<file path="src/rtl/parking_pkg.sv">
// Shared parking-lot types: gate FSM state encoding and lane sensor codes.
`default_nettype none

package parking_pkg;

  typedef enum logic [1:0] {
    GATE_IDLE    = 2'd0,
    GATE_OPEN    = 2'd1,
    GATE_CLOSING = 2'd2
  } gate_state_t;

  // Lane sensor {a,b} codes, common to this block and the lane sensor FSM
  localparam logic [1:0] AB_CLEAR = 2'b00;
  localparam logic [1:0] AB_A     = 2'b10;
  localparam logic [1:0] AB_BOTH  = 2'b11;
  localparam logic [1:0] AB_B     = 2'b01;

endpackage

`default_nettype wire

</file>
<file path="src/rtl/occ_counter.sv">
// Saturating occupancy counter with full/empty decode and sticky error flags.
`default_nettype none

module occ_counter #(
  parameter int CAPACITY = 16,
  parameter int CNT_W    = $clog2(CAPACITY + 1)
) (
  input  logic             clk,
  input  logic             reset_n,
  input  logic             inc,
  input  logic             dec,
  output logic [CNT_W-1:0] count,
  output logic [CNT_W-1:0] count_next,
  output logic             full,
  output logic             empty,
  output logic             err_ovf,
  output logic             err_udf
);

  localparam logic [CNT_W-1:0] CAP = CNT_W'(CAPACITY);

  logic at_cap;
  logic at_zero;

  assign at_cap  = (count == CAP);
  assign at_zero = (count == '0);

  // Simultaneous in/out cancel and are never treated as an overflow or underflow
  always_comb begin
    count_next = count;
    if (inc && !dec && !at_cap) begin
      count_next = count + CNT_W'(1);
    end else if (dec && !inc && !at_zero) begin
      count_next = count - CNT_W'(1);
    end
  end

  always_ff @(posedge clk) begin
    if (!reset_n) begin
      count   <= '0;
      err_ovf <= 1'b0;
      err_udf <= 1'b0;
    end else begin
      count <= count_next;
      if (inc && !dec && at_cap) begin
        err_ovf <= 1'b1;
      end
      if (dec && !inc && at_zero) begin
        err_udf <= 1'b1;
      end
    end
  end

  assign full  = at_cap;
  assign empty = at_zero;

endmodule

`default_nettype wire

</file>
<file path="src/rtl/lot_gate_ctrl.sv">
// Parking-lot entry barrier sequencer and occupancy tracker.
`default_nettype none

module lot_gate_ctrl
  import parking_pkg::*;
#(
  parameter int CAPACITY     = 16,
  parameter int CNT_W        = $clog2(CAPACITY + 1),
  parameter int GATE_TIMEOUT = 50,
  parameter int TO_W         = $clog2(GATE_TIMEOUT)
) (
  input  logic             clk,
  input  logic             reset_n,
  input  logic             req,
  input  logic             car_in,
  input  logic             car_out,
  output logic             gate_open,
  output logic             deny,
  output logic             timeout,
  output logic [CNT_W-1:0] count,
  output logic             full,
  output logic             empty,
  output logic             err_ovf,
  output logic             err_udf
);

  localparam logic [CNT_W-1:0] CAP      = CNT_W'(CAPACITY);
  localparam logic [TO_W-1:0]  TO_LAST  = TO_W'(GATE_TIMEOUT - 1);

  gate_state_t      state;
  gate_state_t      state_next;
  logic [TO_W-1:0]  timer;
  logic [TO_W-1:0]  timer_next;
  logic             deny_next;
  logic             timeout_next;
  logic [CNT_W-1:0] count_next;

  occ_counter #(
    .CAPACITY (CAPACITY),
    .CNT_W    (CNT_W)
  ) u_occ_counter (
    .clk        (clk),
    .reset_n    (reset_n),
    .inc        (car_in),
    .dec        (car_out),
    .count      (count),
    .count_next (count_next),
    .full       (full),
    .empty      (empty),
    .err_ovf    (err_ovf),
    .err_udf    (err_udf)
  );

  always_comb begin
    state_next   = state;
    timer_next   = timer;
    deny_next    = 1'b0;
    timeout_next = 1'b0;
    case (state)
      GATE_IDLE: begin
        timer_next = '0;
        // Grant decision uses count_next so a coincident car_in is accounted for
        if (req) begin
          if (count_next < CAP) begin
            state_next = GATE_OPEN;
          end else begin
            deny_next  = 1'b1;
            state_next = GATE_CLOSING;
          end
        end
      end
      GATE_OPEN: begin
        if (car_in) begin
          state_next = GATE_CLOSING;
          timer_next = '0;
        end else if (timer == TO_LAST) begin
          timeout_next = 1'b1;
          state_next   = GATE_CLOSING;
          timer_next   = '0;
        end else begin
          timer_next = timer + TO_W'(1);
        end
      end
      GATE_CLOSING: begin
        timer_next = '0;
        if (!req) begin
          state_next = GATE_IDLE;
        end
      end
      default: begin
        state_next = GATE_IDLE;
        timer_next = '0;
      end
    endcase
  end

  always_ff @(posedge clk) begin
    if (!reset_n) begin
      state     <= GATE_IDLE;
      timer     <= '0;
      gate_open <= 1'b0;
      deny      <= 1'b0;
      timeout   <= 1'b0;
    end else begin
      state     <= state_next;
      timer     <= timer_next;
      gate_open <= (state_next == GATE_OPEN);
      deny      <= deny_next;
      timeout   <= timeout_next;
    end
  end

endmodule

`default_nettype wire

</file>
<file path="config.mk">
export PLATFORM = sky130hd
export DESIGN_NAME = lot_gate_ctrl
export DESIGN_NICKNAME = d
export VERILOG_FILES = /design/src/rtl/parking_pkg.sv /design/src/rtl/occ_counter.sv /design/src/rtl/lot_gate_ctrl.sv
export SDC_FILE = /design/constraint.sdc
export NUM_CORES = 1
export LEC_CHECK = 0
export ABC_AREA = 1
export CELL_PAD_IN_SITES_DETAIL_PLACEMENT = 0
export CELL_PAD_IN_SITES_GLOBAL_PLACEMENT = 1
export CORE_MARGIN = 2
export CORE_UTILIZATION = 32
export DETAILED_ROUTE_END_ITERATION = 8
export PLACE_DENSITY = 0.71
export SLEW_MARGIN = 20
export SYNTH_ARGS = -nofsm -noshare
export SYNTH_HDL_FRONTEND = slang
export SYNTH_SLANG_ARGS = --single-unit
</file>
<file path="constraint.sdc">
create_clock -name clk -period 1.2 [get_ports clk]
set_input_delay 0.12 -clock clk [delete_from_list [all_inputs] [get_ports clk]]
set_output_delay 0.12 -clock clk [all_outputs]
set_load 0.02 [all_outputs]
</file>
==> impl_metrics.env <==
export IMPL_status="complete, but fails checks"
export IMPL_violations="setup timing"
export IMPL_synth_warnings=0
export IMPL_drt_pass1_iter_count=4
export IMPL_ctsRootBufferMaster="clkbuf_4"
export IMPL_dp_hpwl_mm=1.67
export IMPL_swShare_pct=31.8
export IMPL_clk_pin_slew_ps=100
export IMPL_synth_nets=130
export IMPL_cp_max_fo=4
export IMPL_dr_first_iter_drc_count=21
export IMPL_diodes=0
export IMPL_power_share_clock_pct=21.9
export IMPL_placedCellCount=192
export IMPL_synth_adder_area_share_pct=5.47
export IMPL_io_buffers=16
export IMPL_die_w_um=57.5
export IMPL_p_int_mw=0.980
export IMPL_critPathMostFrequentCell="nand2_2"
export IMPL_ant_nets=0
export IMPL_critPathMaxStageDelay_ps=360
export IMPL_gp_congestion=0.775
export IMPL_dieHeight_um=57.5
export IMPL_muxShareOfSynthArea_pct=0
export IMPL_dieArea_sq_um=3300
export IMPL_grt_ovfl_total=0
export IMPL_worstRegToRegCells=11
export IMPL_cts_tree="done"
export IMPL_drv_slew=0
export IMPL_yosys_area_share_simple_pct=35.3
export IMPL_hold_viol_final=0
export IMPL_syn_inst=121
export IMPL_cts_hold_buf=0
export IMPL_grt_max_degree=11
export IMPL_ir_drop_v=0.000586
export IMPL_skew_ps=1.82
export IMPL_power_mw=1.44
export IMPL_insertion_delay_ps=290
export IMPL_holdPathStages=2
export IMPL_setup_ws_ps=-148
export IMPL_core_area_sq_um=2730
export IMPL_synth_compound_area_share_pct=7.39
export IMPL_required_ps=1430
export IMPL_min_path_type="reg -> reg"
export IMPL_rows=19
export IMPL_drive_above_1_share_pct=55.4
export IMPL_cap_viol_max_count=0
export IMPL_cts_buffers=3
export IMPL_synth_xor_area_share_pct=3.83
export IMPL_grt_pass1_vias=927
export IMPL_cts_num_sinks=18
export IMPL_fin_cells=199
export IMPL_grt_pass1_wl_mm=3.91
export IMPL_clock_fmax_ghz=0.742
export IMPL_tns_ps=-807
export IMPL_rsz0062_at_grt="yes"
export IMPL_num_vias=886
export IMPL_wl_per_cell_um=11.2
export IMPL_slew_headroom_pct=84.4
export IMPL_netlist_cell_type_count=23
export IMPL_cts_max_level=1
export IMPL_grt_antenna_before_repair=0
export IMPL_slowest_stage="dfxtp_4"
export IMPL_fin_crit_sh_pct=112
export IMPL_finalNetCount=178
export IMPL_setup_worst_path_class="reg -> reg"
export IMPL_vias_per_cell=4.45
export IMPL_fin_crit_ps=1350
export IMPL_io_pins=17
export IMPL_power_leakage_nw=0.644
export IMPL_area_delta_synth_final_pct=60.6
export IMPL_grt_use_total_pct=15.4
export IMPL_endpoint_kind="flop"
export IMPL_synth_seq_cells=18
export IMPL_worst_slew_pin_slew_ps=233
export IMPL_arrival_ps=1570
export IMPL_finalSetupViolCount=12
export IMPL_fill_cells=271
export IMPL_avgSynthCellArea_sq_um=7.56
export IMPL_finalWirelength_mm=2.23
export IMPL_p_per_area_nw_per_um2=979
export IMPL_r2r_slack_ps=-150
export IMPL_cp_cell_sequence="inv_4 > ha_4 > nand2_4 > nor2_4 > nand2_2 > buf_4 > nand2_2 > nand2_2 > inv_2 > nand2_2 > a21oi_2"
export IMPL_synth_top_family_by_area="simple AND/OR/NAND/NOR gates"
export IMPL_seqPwrFrac_pct=45.2
export IMPL_route_detailed_drc=0
export IMPL_critPathLaunchType="flop"
export IMPL_p_switching_mw=0.458
export IMPL_clk_path_buf_depth=2
export IMPL_syn_cell_area_sq_um=915
export IMPL_yosysSeqAreaShare_pct=39.4
export IMPL_start_util_pct=33.5
export IMPL_combPwrFrac_pct=32.9
==> cells in the mapped netlist (all sizes together) <==
library cell,count,share of area [%]
a21oi,10,6.3
nand2,22,11
inv,17,7.0
nand3,11,7.7
xor2,3,2.9
nand4,2,1.4
o21ai,2,1.1
dfxtp,18,39
clkinv,1,0.41
nor3,2,1.1
buf,1,1.2
ha,4,5.5
nor2,24,11
nor3b,2,1.6
xnor2,1,0.96
nand3b,1,0.82
==> path summary, 6_finish.rpt <==
| check | from | endpoint |
|---|---|---|
| setup / recovery | u_occ_counter.count[0]$_SDFFE_PN0P_ | u_occ_counter.count[2]$_SDFFE_PN0P_ |
| hold / removal | u_occ_counter.err_ovf$_SDFFE_PN0P_ | u_occ_counter.err_ovf$_SDFFE_PN0P_ |
| setup reg to reg | u_occ_counter.count[0]$_SDFFE_PN0P_ | u_occ_counter.count[2]$_SDFFE_PN0P_ |
| hold reg to reg | u_occ_counter.err_ovf$_SDFFE_PN0P_ | u_occ_counter.err_ovf$_SDFFE_PN0P_ |
==> worst max-delay path, delay by kind of cell (launching register included) <==
family                   cells  cell delay [ps]
AND/OR/NAND/NOR              6              370
flip-flops                   1              360
buffers and inverters        3              290
adder cells (fa/ha/maj)      1              150
AO/OA/AOI/OAI                1              110
==> layout by cell type (no fill, tap or decap), types with 3 or more instances in the layout <==
cell type	Yosys	layout
buf_4	0	27
nor2_1	20	14
dfxtp_1	18	11
nand2_1	16	10
nand2_2	5	9
inv_1	13	8
nor2_2	3	8
inv_2	4	7
nand3_1	8	7
a21oi_2	2	6
dlygate4sd2_1	0	5
buf_2	0	5
dfxtp_4	0	5
nand3_2	3	4
a21oi_1	8	4
ha_4	0	4
clkdlybuf4s50_1	0	4
nand2_4	1	3
xor2_1	3	3
clkbuf_4	0	3
buf_6	1	3
==> power groups by stage <==
stage               clock network (mW)  logic (mW)  registers (mW)
floorplan                            0       0.217           0.692
global placement                     0       0.434           0.664
detailed placement                   0       0.441           0.665
CTS                              0.334       0.464           0.652
global route                     0.359       0.521           0.654
finish                           0.315       0.474           0.650
==> state kept, by name, summed over array words and instances, names as in the netlist <==
name	count
timer	6
u_occ_counter.err_udf	1
deny	1
u_occ_counter.err_ovf	1
gate_open	1
state	2
timeout	1
u_occ_counter.count	5
==> cells by family (layout without fill, tap and decap cells) <==
family	after synthesis	count (layout)
fa+ha+maj	4	4
simple gates	64	64
compound gates	12	12
flops	18	18
xor+xnor	4	4
buf+inv	19	66
==> area by class of cell <==
class                           count  area, sq um  share of cell area (%)
Multi-Input combinational cell     84          604                    41.1
Timing Repair Buffer               44          345                    23.5
Sequential cell                    18          382                    26.0
Inverter                           18         72.6                    4.94
Clock buffer                        4         26.3                    1.79
Tap cell                           31         38.8                    2.64
==> layer usage <==
metal  wire, um  vias to the layer above  GRT usage (%)
li1           -                      476              -
met1        941                      392           17.2
met2       1160                       14           27.6
met3         86                        4           3.40
met4         33                        0           6.98
met5          0                        -              0
==> per-stage QoR <==
| step | util [%] | worst slack, ps | hold WS (ps) | instance area (sq um) |
|---|---|---|---|---|
| 2_1_floorplan | - | -26.3 | 241 | 941 |
| 3_3_place_gp | 48.1 | -304 | 456 | 1320 |
| 3_5_place_dp | 48.1 | -325 | 462 | 1320 |
| 4_1_cts | 51.4 | -177 | 485 | 1410 |
| 5_1_grt | 53.7 | -244 | 536 | 1470 |
| 6_report | 53.7 | -148 | 481 | 1470 |
==> timing repair <==
item,in CTS,in global routing
pin swaps,4,7
gates resized for setup,52,25
setup buffers,1,2
setup endpoints to repair,23,22
Power figures use the tool's default switching activity.
==> edit 1, RTL diff (config.mk and constraints unchanged) <==
Make the reset (`reset_n`) asynchronous in 2 clocked blocks.
--- a/src/rtl/occ_counter.sv
+++ b/src/rtl/occ_counter.sv
@@ -35,7 +35,7 @@
     end
   end
 
-  always_ff @(posedge clk) begin
+  always_ff @(posedge clk or negedge reset_n) begin
     if (!reset_n) begin
       count   <= '0;
       err_ovf <= 1'b0;
--- a/src/rtl/lot_gate_ctrl.sv
+++ b/src/rtl/lot_gate_ctrl.sv
@@ -94,7 +94,7 @@
     endcase
   end
 
-  always_ff @(posedge clk) begin
+  always_ff @(posedge clk or negedge reset_n) begin
     if (!reset_n) begin
       state     <= GATE_IDLE;
       timer     <= '0;
Check against the original RTL: differs if reset_n is asserted again (counterexample within 4 cycles, from zero or initial values and one cycle with reset_n low); with reset_n held inactive, the same outputs for 10 cycles.
==> edit 1 against the original RTL <==
The flow finishes with violations (design-rule violations, negative setup slack). Core utilization decreased by 1.3 points. Setup slack better by 7.8 ps. Final area hardly changed. First-iteration DRC count is 76% higher. Sequential cell count unchanged. Die area is 4.1% higher. Wire length fell by 3.9%. Largest cell class unchanged. Highest routed layer unchanged. Cell count is 11% lower. Synthesized area rose by 4.4%. Global-route usage decreased by 1.2 points. Register-to-register slack improved by 50 ps.
Power is not compared: it rests on default switching activity, and its combinational part moved more than twofold at a synthesized area within 25%.
==> edit 1: results (changes against the original RTL) <==
stage	metric	value	unit	change
status	status	finished with violations		unchanged
status	failing checks	design-rule violations, negative setup slack		was negative setup slack
logic_synthesis	Seq/Total Area, Yosys	0.472		was 0.394
timing	Final setup viols	11		was 12
critical_path	CP max stage delay	420	ps	was 360 ps
logic_synthesis	post-synth cell types	24		was 23
logic_synthesis	syn_nets	115		was 130
critical_path	crit path max-delay cell type	dfrtp_2		was dfxtp_4
route	Initial DRC Count	37		was 21
timing	Least-Margin Pin Slew	281	ps	was 233 ps
placed_design	routability congestion estimate	0.769		was 0.775
route	DR pass1 iterations	5		was 4
grt	first-pass GRT wire length	3620	um	was 3910 um
logic_synthesis	cells after synthesis	106		was 121
logic_synthesis	Most used DFF post-synth	dfrtp_1		was dfxtp_1
route	via count	831		was 886
placed_design	Area after DPL	0.00129	mm^2	was 0.00132 mm^2
placed_design	# port buffers	16		unchanged
grt	met3 usage	0.0132		was 0.0340
clock_tree	htree depth	1		unchanged
critical_path	Worst Path Max Fanout	3		was 4
layout	# diodes	0		unchanged
grt	largest net degree at the start of global routing	19		was 11
logic_synthesis	Area contributors post-synth	dfrtp_1 (47%), nand2_1 (6.3%), inv_1 (5.9%), ha_1 (5.2%), nand3_1 (5.2%)		was dfxtp_1 (39%), nor2_1 (8.2%), nand2_1 (6.6%), ha_1 (5.5%), inv_1 (5.3%)
route	WL/cell	12.0	um	was 11.2 um
placed_design	Post-Place Cells	170		was 192
logic_synthesis	Post-synth top cells	dfrtp_1 (18), nand2_1 (16), inv_1 (15)		was nor2_1 (20), dfxtp_1 (18), nand2_1 (16)
logic_synthesis	fraction of registers with async set/reset	1.00		was 0
route	number of remaining DRC errors	1		was 0
pwr	Peak VDD IR	0.719	mV	
grt	total global-route track usage	0.142		was 0.154
route	Post-Route WL	2140	um	was 2230 um
layout	layout cells sized above 1	0.476		was 0.554
timing	Setup WS post-layout	-140	ps	was -148 ps
timing	Setup Skew	2.17	ps	was 1.82 ps
critical_path	CP arrival	1220	ps	was 1570 ps
layout	final net count	157		was 178
grt	M1 GR Usage	0.172		about the same
grt	vias in the first global route	832		was 927
grt	GR Layer Usage met2	0.246		was 0.276
placed_design	dpl hpwl	1580	um	was 1670 um
timing	Setup Total Neg Slack	-838	ps	was -807 ps
min_path	class of the worst hold path	in2async		was reg2reg
edit 1: through the flow:
stage | setup slack (ps) | hold slack [ps]
after floorplan | -55.1 | -176
after global placement | -262 | 441
after detailed placement | -321 | 444
after CTS | -173 | 149
after global routing | -203 | 171
final | -140 | 155
edit 1: metal layers:
metal,part of all wire,up-vias
met5,0,-
met4,0.013,0
met3,0.033,2
met2,0.51,12
met1,0.45,396
li1,-,421
edit 1: power breakdown:
group	switching (W)	internal [W]	total, W
combinational	0.000961	0.000820	0.00178
sequential	0.000117	0.000784	0.000902
clock	0.000187	0.000184	0.000372
edit 1: layout make-up:
| type | instances | area [um^2] |
|---|---|---|
| clock buffers | 4 | 36.3 |
| inverters | 16 | 60.1 |
| fillers | 265 | 1340 |
| well taps | 31 | 38.8 |
| multi-input cells | 71 | 559 |
| flip-flops and latches | 18 | 455 |
| repair buffers | 38 | 320 |
edit 1: kinds of logic (layout without fill, tap and decap cells):
family / after synthesis / in the layout / synth area share
flops: 18 / 18 / 0.472
buf+inv: 17 / 58 / 0.0747
simple gates: 56 / 56 / 0.309
compound gates: 5 / 5 / 0.0367
fa+ha+maj: 4 / 4 / 0.0524
xor+xnor: 6 / 6 / 0.0550
edit 1: worst max-delay path, delay by kind of cell (launching register included):
family,cells,cell delay (ps)
AND/OR/NAND/NOR,1,90
buffers and inverters,3,260
flip-flops,1,420
adder cells (fa/ha/maj),1,160
edit 1: final timing paths:
path | start | end | slack, ps | cells past startpoint
worst max register to register | u_occ_counter.count[0]$_DFFE_PN0P_ | gate_open$_DFF_PN0_ | -100 | 8
worst min register to register | u_occ_counter.err_ovf$_DFFE_PN0P_ | u_occ_counter.err_ovf$_DFFE_PN0P_ | 460 | 1
worst max-delay path | u_occ_counter.count[1]$_DFFE_PN0P_ | full | -140 | 5
min in group clk | u_occ_counter.err_ovf$_DFFE_PN0P_ | u_occ_counter.err_ovf$_DFFE_PN0P_ | 460 | 1
max in group asynchronous | reset_n | u_occ_counter.count[4]$_DFF_PN0_ | 830 | 2
worst min-delay path | reset_n | timer[1]$_DFF_PN0_ | 160 | 2
edit 1: what timing repair did:
item / CTS / global route
hold buffers: 0 / 0
pin swaps: 2 / 6
gates cloned: 0 / 0
buffers inserted: 3 / 2
setup endpoints to repair: 23 / 18
gates resized for setup: 55 / 17
endpoints found under the hold margin: 0 / 0
==> edit 2, RTL diff (same flow settings) <==
Without the edit above. The parameter `GATE_TIMEOUT` goes from 50 to 100.
--- a/src/rtl/lot_gate_ctrl.sv
+++ b/src/rtl/lot_gate_ctrl.sv
@@ -6,7 +6,7 @@
 #(
   parameter int CAPACITY     = 16,
   parameter int CNT_W        = $clog2(CAPACITY + 1),
-  parameter int GATE_TIMEOUT = 50,
+  parameter int GATE_TIMEOUT = 100,
   parameter int TO_W         = $clog2(GATE_TIMEOUT)
 ) (
   input  logic             clk,
Function: no difference found for any inputs over 10 cycles, from zero or initial values and one cycle with reset_n low; that may be too few to reach the edited logic, so the function may still have changed.
==> edit 2 against the original RTL <==
The flow still finishes with violations (negative setup slack). Setup slack better by 62 ps. Wire length is 5.4% higher. Sequential cell count is 1 higher. Final area is 4.6% higher. Sequential power grew 8.9%. Combinational power up 43%. Total power increased by 20%. Synthesized area increased by 7.3%. Count of clock-buffer cells in the layout decreased by 1. Critical path type is now reg2out. Largest cell class unchanged. Highest routed layer unchanged.
==> edit 2: results (changes against the original RTL) <==
stage	metric	value	unit	change
pwr	Seq group	0.000708	W	was 0.000650 W
logic_synthesis	post-synth cell types	27		was 23
layout	Seq/total area	0.261		was 0.260
layout	buffer share of cell area	0.202		was 0.235
route	WL/cell	12.0	um	was 11.2 um
clock_tree	clk slew on worst S/H paths	120	ps	was 100 ps
status	status	finished with violations		unchanged
layout	multi-input gate share of total cell area	0.438		was 0.411
grt	largest net degree at the start of global routing	12		was 11
layout	final net count	172		was 178
logic_synthesis	Avg Inst Size Synth	8.11	um^2	was 7.56 um^2
pwr	combinational power share	0.396		was 0.329
timing	Slew headroom	0.829		was 0.844
status	failing checks	negative setup slack		unchanged
logic_synthesis	Seq/Total Area, Yosys	0.388		was 0.394
clock_tree	setup repair bufs after CTS	3		was 1
critical_path	Worst Path Max Fanout	3		was 4
timing	Setup WS post-layout	-85.6	ps	was -148 ps
route	Post-Route WL	2350	um	was 2230 um
grt	GR Layer Usage met2	0.229		was 0.276
placed_design	pre-CTS setup slack	-331	ps	was -325 ps
timing	Final setup viols	9		was 12
placed_design	routability congestion estimate	0.896		was 0.775
layout	CLK BUF	3		was 4
logic_synthesis	adder-cell share of the synthesized area	0.0383		was 0.0547
min_path	hold path depth	2		unchanged
pwr	leakage power	0.670	nW	was 0.644 nW
layout	Non-clk bufs	38		was 44
critical_path	CP arrival	1170	ps	was 1570 ps
route	WL met2	1190	um	was 1160 um
layout	Non-clk invs	20		was 18
layout	layout cells sized above 1	0.515		was 0.554
clock_tree	htree depth	1		unchanged
placed_design	Post-Place Cells	189		was 192
grt	vias in the first global route	862		was 927
timing	Setup Total Neg Slack	-418	ps	was -807 ps
clock_tree	cts repair resizes	60		was 52
logic_synthesis	Area contributors post-synth	dfxtp_1 (39%), inv_1 (6.9%), nand2_1 (5.4%), nand3_1 (5.1%), a21oi_1 (4.6%)		was dfxtp_1 (39%), nor2_1 (8.2%), nand2_1 (6.6%), ha_1 (5.5%), inv_1 (5.3%)
layout	ClkCell Share	0.0179		about the same
layout	top flop regs	timer (7), u_occ_counter.count (5), state (2)		was timer (6), u_occ_counter.count (5), state (2)
layout	Fillers	296		was 271
timing	Setup Skew	5.19	ps	was 1.82 ps
logic_synthesis	Yosys reg bits	19		was 18
route	Vias/cell	4.86		was 4.45
layout	multi-input gates	82		was 84
route	met3 routed WL	69	um	was 86 um
logic_synthesis	Post-synth top cells	dfxtp_1 (19), inv_1 (18), nand2_1 (14)		was nor2_1 (20), dfxtp_1 (18), nand2_1 (16)
pwr	Int Pwr	0.00112	W	was 0.000980 W
critical_path	cells on worst reg2reg path	9		was 11
layout	Area Growth Syn to Fin	56.6	%	was 60.6%
pwr	Comb power	0.000680	W	was 0.000474 W
placed_design	dpl hpwl	1690	um	was 1670 um
grt	first-pass GRT wire length	3680	um	was 3910 um
[edit 2: changes by cell type in the layout (fill, tap and decap cells not counted), moves of 3 or more]
cell | unedited run | this run
buf_4 | 27 | 20
nand2_2 | 9 | 3
nor2_2 | 8 | 2
inv_1 | 8 | 13
nor2_1 | 14 | 9
inv_2 | 7 | 4
nand3_4 | 0 | 3
[edit 2: final timing paths]
check                                      start                                  end  slack [ps]
max reg2reg  u_occ_counter.count[0]$_SDFFE_PN0P_  u_occ_counter.count[1]$_SDFFE_PN0P_         -60
max          u_occ_counter.count[0]$_SDFFE_PN0P_                                 full         -90
min reg2reg   u_occ_counter.err_ovf$_SDFFE_PN0P_   u_occ_counter.err_ovf$_SDFFE_PN0P_         500
min           u_occ_counter.err_ovf$_SDFFE_PN0P_   u_occ_counter.err_ovf$_SDFFE_PN0P_         500
[edit 2: worst max-delay path: cells and delay by family, from the launching register on]
family,cells,cell delay (ps)
simple gates,1,80
fa+ha+maj,1,170
buf+inv,3,240
flops,1,370
